`src/rtl/cpu_types_pkg.sv`:
```
// Shared CPU type package: word type plus instruction-cache types and geometry.
package cpu_types_pkg;

   localparam int unsigned WORD_BITS = 32;

   typedef logic [WORD_BITS-1:0] word_t;

   // Default number of instruction-cache frames
   localparam int unsigned ICACHE_SETS = 16;

   typedef enum logic {
      LOOKUP,
      FILL
   } icache_state_t;

   // Tag field is sized for the widest tag any legal geometry (SETS >= 2) needs;
   // narrower tags are stored zero-extended.
   typedef struct packed {
      logic                  valid;
      logic [WORD_BITS-3:0]  tag;
      word_t                 data;
   } icache_frame_t;

endpackage

```
`src/rtl/icache_frames.sv`:
```
// Instruction-cache frame array: combinational read port, synchronous write port,
// synchronous clear of every valid bit on RST. Tag/data are not reset.
module icache_frames
   import cpu_types_pkg::*;
#(
   parameter int unsigned SETS = ICACHE_SETS
) (
   input  logic                    CLK,
   input  logic                    RST,
   input  logic [$clog2(SETS)-1:0] rd_idx,
   output icache_frame_t           rd_frame,
   input  logic                    wr_en,
   input  logic [$clog2(SETS)-1:0] wr_idx,
   input  icache_frame_t           wr_frame
);

   icache_frame_t frames_q [SETS];

   assign rd_frame = frames_q[rd_idx];

   // Reset clears only the valid bits; otherwise a completed fill writes one frame
   always_ff @(posedge CLK) begin
      if (RST) begin
         for (int i = 0; i < SETS; i++) begin
            frames_q[i].valid <= 1'b0;
         end
      end else if (wr_en) begin
         frames_q[wr_idx] <= wr_frame;
      end
   end

endmodule

```
`src/rtl/icache_direct.sv`:
```
// Direct-mapped read-only instruction cache. Hits are combinational; a miss
// fetches one word from memory control and fills one frame.
// Optional build macro ICACHE_STATS_EN adds saturating hit/miss counters.
module icache_direct
   import cpu_types_pkg::*;
#(
   parameter int unsigned SETS   = ICACHE_SETS,
   parameter int unsigned WORD_W = WORD_BITS
) (
   input  logic              CLK,
   input  logic              RST,
   input  logic              halt,
   input  logic              imemREN,
   input  logic [WORD_W-1:0] imemaddr,
   output logic              ihit,
   output logic [WORD_W-1:0] imemload,
   output logic              iREN,
   output logic [WORD_W-1:0] iaddr,
   input  logic              iwait,
   input  logic [WORD_W-1:0] iload
`ifdef ICACHE_STATS_EN
   ,
   output logic [31:0]       hit_count,
   output logic [31:0]       miss_count
`endif
);

   localparam int unsigned IDX_W = $clog2(SETS);

   icache_state_t     state_q, state_d;
   logic [WORD_W-3:0] miss_word_q;
   logic [IDX_W-1:0]  idx;
   logic [WORD_W-3:0] tag_ext;
   icache_frame_t     rd_frame, wr_frame;
   logic              hit, start_fill, fill_done;
   logic              unused_byte;

   assign idx         = imemaddr[IDX_W+1:2];
   assign tag_ext     = {{IDX_W{1'b0}}, imemaddr[WORD_W-1:IDX_W+2]};
   assign hit         = imemREN & ~halt & rd_frame.valid & (rd_frame.tag == tag_ext);
   assign unused_byte = ^imemaddr[1:0];

   icache_frames #(
      .SETS (SETS)
   ) u_frames (
      .CLK      (CLK),
      .RST      (RST),
      .rd_idx   (idx),
      .rd_frame (rd_frame),
      .wr_en    (fill_done),
      .wr_idx   (miss_word_q[IDX_W-1:0]),
      .wr_frame (wr_frame)
   );

   // Frame written at fill completion, addressed by the captured miss address
   always_comb begin
      wr_frame.valid = 1'b1;
      wr_frame.tag   = {{IDX_W{1'b0}}, miss_word_q[WORD_W-3:IDX_W]};
      wr_frame.data  = iload;
   end

   // Next state and outputs; RST forces every output to zero
   always_comb begin
      state_d    = state_q;
      ihit       = 1'b0;
      imemload   = '0;
      iREN       = 1'b0;
      iaddr      = '0;
      start_fill = 1'b0;
      fill_done  = 1'b0;
      case (state_q)
         LOOKUP: begin
            ihit = hit;
            if (hit) begin
               imemload = rd_frame.data;
            end
            if (imemREN && !halt && !hit) begin
               state_d    = FILL;
               start_fill = 1'b1;
            end
         end
         FILL: begin
            iREN  = 1'b1;
            iaddr = {miss_word_q, 2'b00};
            // Halt aborts without a frame write, even if memory is ready
            if (halt) begin
               state_d = LOOKUP;
            end else if (!iwait) begin
               state_d   = LOOKUP;
               fill_done = 1'b1;
            end
         end
         default: state_d = LOOKUP;
      endcase
      if (RST) begin
         state_d    = LOOKUP;
         ihit       = 1'b0;
         imemload   = '0;
         iREN       = 1'b0;
         iaddr      = '0;
         start_fill = 1'b0;
         fill_done  = 1'b0;
      end
   end

   // State register and miss-address capture on entry to FILL
   always_ff @(posedge CLK) begin
      if (RST) begin
         state_q     <= LOOKUP;
         miss_word_q <= '0;
      end else begin
         state_q <= state_d;
         if (start_fill) begin
            miss_word_q <= imemaddr[WORD_W-1:2];
         end
      end
   end

`ifdef ICACHE_STATS_EN
   // Saturating hit/miss counters; an aborted fill was already counted on entry
   always_ff @(posedge CLK) begin
      if (RST) begin
         hit_count  <= '0;
         miss_count <= '0;
      end else begin
         if (ihit && hit_count != 32'hFFFF_FFFF) begin
            hit_count <= hit_count + 32'd1;
         end
         if (start_fill && miss_count != 32'hFFFF_FFFF) begin
            miss_count <= miss_count + 32'd1;
         end
      end
   end
`endif

endmodule

```
`config.mk`:
```
export PLATFORM = sky130hd
export DESIGN_NAME = icache_direct
export DESIGN_NICKNAME = d
export VERILOG_FILES = /design/src/rtl/cpu_types_pkg.sv /design/src/rtl/icache_frames.sv /design/src/rtl/icache_direct.sv
export SDC_FILE = /design/constraint.sdc
export NUM_CORES = 1
export LEC_CHECK = 0
export CORE_MARGIN = 2
export CORE_UTILIZATION = 61
export DETAILED_ROUTE_END_ITERATION = 6
export PLACE_DENSITY = 0.8
export SKIP_LAST_GASP = 1
export SYNTH_ARGS = -nofsm -noshare
export SYNTH_HDL_FRONTEND = slang
export SYNTH_SLANG_ARGS = --single-unit
export TNS_END_PERCENT = 100
```
`constraint.sdc`:
```
create_clock -name CLK -period 4.9 [get_ports CLK]
set_clock_uncertainty 0.1 [all_clocks]
set_input_delay 0.49 -clock CLK [delete_from_list [all_inputs] [get_ports CLK]]
set_output_delay 0.49 -clock CLK [all_outputs]
set_load 0.05 [all_outputs]
```
==> metrics.txt <==
total global-route track usage=29.00%; DR pass1 iterations=5; Detailed Route WL=90590 um; antenna-violating nets left=0; setup bufs post-CTS=0; placer's final routability congestion estimate=0.8056; outcome=finished, final reports clean; mapped cell area=37920 sq um; pre-CTS setup slack=289.3 ps; vias per cell=6.739; clock buffers created by TritonCTS=93; Register Area=28810 sq um; Final Cycle Share=98.20%; Ys Warns=0; synth unique cells=49; ys async rst share=0%; Slew @ Worst Pin=1119 ps; Min Hold Slack=328.9 ps; max-cap viol count=0; CTS Root Cell=clkbuf_16; Final Hold Fails=0; XOR/XNOR Fraction of Synth Area=0.6929%; RR Startpoint=u_frames.frames_q[11][51]; initial antenna violation count=2; worst setup path start=imemaddr[5]; Period minus WS final=4812 ps; drc violations=0; vias in the first global route=19873; RSZ-0062 raised after global routing=no; H-tree depth=3; HPWL Detailed=45120 um; Port Buf Inserts=130; Die W=253.3 um; Worst setup EP type=primary output; Lkg Pwr=13.32 nW; hold_buf cts=0; Worst EP required=4310 ps; most common cell after layout, fill and taps aside=edfxtp_1; setup ws final=88.13 ps; via count=19172; DRT iter0 DRCs=1931; Max Freq=207.8 MHz; Multi-input gate area=8569 sq um; Yosys reg bits=975; Post-Synth Adder-Cell Area=0%; io pins=135; syn avg cell area=21.62 sq um; largest family of logic cells by synthesized area=multiplexers; CP Max Fanout=49; proportion of layout cells with a drive suffix above 1=25.92%; startpoint types=primary input; Synth Area in Compound Gates=1.914%; Post-CTS Resized=0; Clk Latency, worst-skew pair=670 ps; Nets=2000; Cell Rows=91; Synth Area in Simple Gates=2.448%; most frequent cells in the layout=928 x edfxtp_1, 249 x mux4_2, 94 x clkbuf_16; die area=64180 sq um; clock sink count=975; drt wl/cell=31.84 um; clk slew on worst S/H paths=60 ps; CP arrival=4220 ps; hold crit path type=in -> reg; Synth Instances=1754; Initial Util=61.56%; crit path kind=in -> out; Overflow after GRT=0; hold_sp=RST; post-synthesis sequential area ratio=75.96%; Rel. slew slack=25.22%; TritonCTS clock tree=yes; die height=253.3 um; Pwr Density=387.6 nW/um^2; mux contribution to synthesized area=17.18%; first-pass GRT wire length=132500 um; Layout area overhead=15.22%; clock tree buffer depth=3; fillcell total=3486; Final Setup Violations=0; EDFF count, synth=928; core area=61600 sq um; pin count of the biggest net entering global routing=78; Pins Over Slew Limit=0; Main synth FF type=edfxtp_1; setup tns final=0 ps; Max VDD drop=324.5 uV
path summary, 6_finish.rpt:
check	to	cells after the start	slack, ps
hold reg to reg	u_frames.frames_q[1][58]	2	370
setup reg to reg	miss_word_q[12]	11	1600
hold / removal	state_q	5	330
setup / recovery	imemload[31]	11	90
flip-flops by register name, indices dropped and copies added, names as in the netlist:
signal             flops
u_frames.frames_q    944
state_q                1
miss_word_q           30
cells by family after synthesis:
| kind of cell | Yosys count |
|---|---|
| xor+xnor | 30 |
| flops | 975 |
| compound gates | 117 |
| simple gates | 168 |
| mux | 337 |
| buf+inv | 126 |
| other cells | 1 |
worst max-delay path: stages:
cell	delay (ps)
buf_4	600
nand2b_1	560
o22ai_1	320
a221oi_1	100
xnor2_1	290
o2111ai_1	170
nor4_1	520
and4_2	360
buf_12	270
and3_1	260
buf_12	150
metrics by stage:
stage          area [sq um]  instances  util, %  total power [mW]
3_3_place_gp          40700       2673    66.07             9.966
4_1_cts               43690       2843    70.92             17.03
5_1_grt               43690       2844    70.93             17.35
2_1_floorplan         37930       1755        -             9.737
3_5_place_dp          40700       2673    66.07             9.989
6_report              43690       2845    70.93             16.93
where the power goes:
group          total (mW)  switching, mW  internal [mW]  leakage (nW)
registers            9.14         0.0369           9.10          8.24
clock network        7.11           3.06           4.05          1.46
logic               0.683          0.375          0.309          3.62
routing by layer:
metal  GRT usage (%)  part of all wire [%]  up-vias
li1                -                     -     7656
met1           39.71                    37    10077
met2           48.15                    51     1255
met3           5.304                   9.4      182
met4           9.180                   2.4        2
met5               0                 0.014        -
area by class of cell:
type	count	area share, %
clock inverters	44	1.077
inverters	18	0.1546
multi-input cells	654	19.61
diodes	2	0.01145
well taps	837	2.397
repair buffers	189	5.043
flip-flops and latches	975	65.93
clock buffers	126	5.773
synth_stat cells (all sizes together), types with 22 or more instances:
master	number	area share, %
a21oi	35	0.53
and2	31	0.51
and3	32	0.53
buf	61	1.1
clkbuf	47	0.47
dfxtp	47	2.5
edfxtp	928	73
mux2	22	0.65
mux2i	66	1.7
mux4	249	15
nand3	32	0.42
nor2	23	0.23
o21ai	34	0.45
o22ai	25	0.41
(Power assumes the default switching activity.)
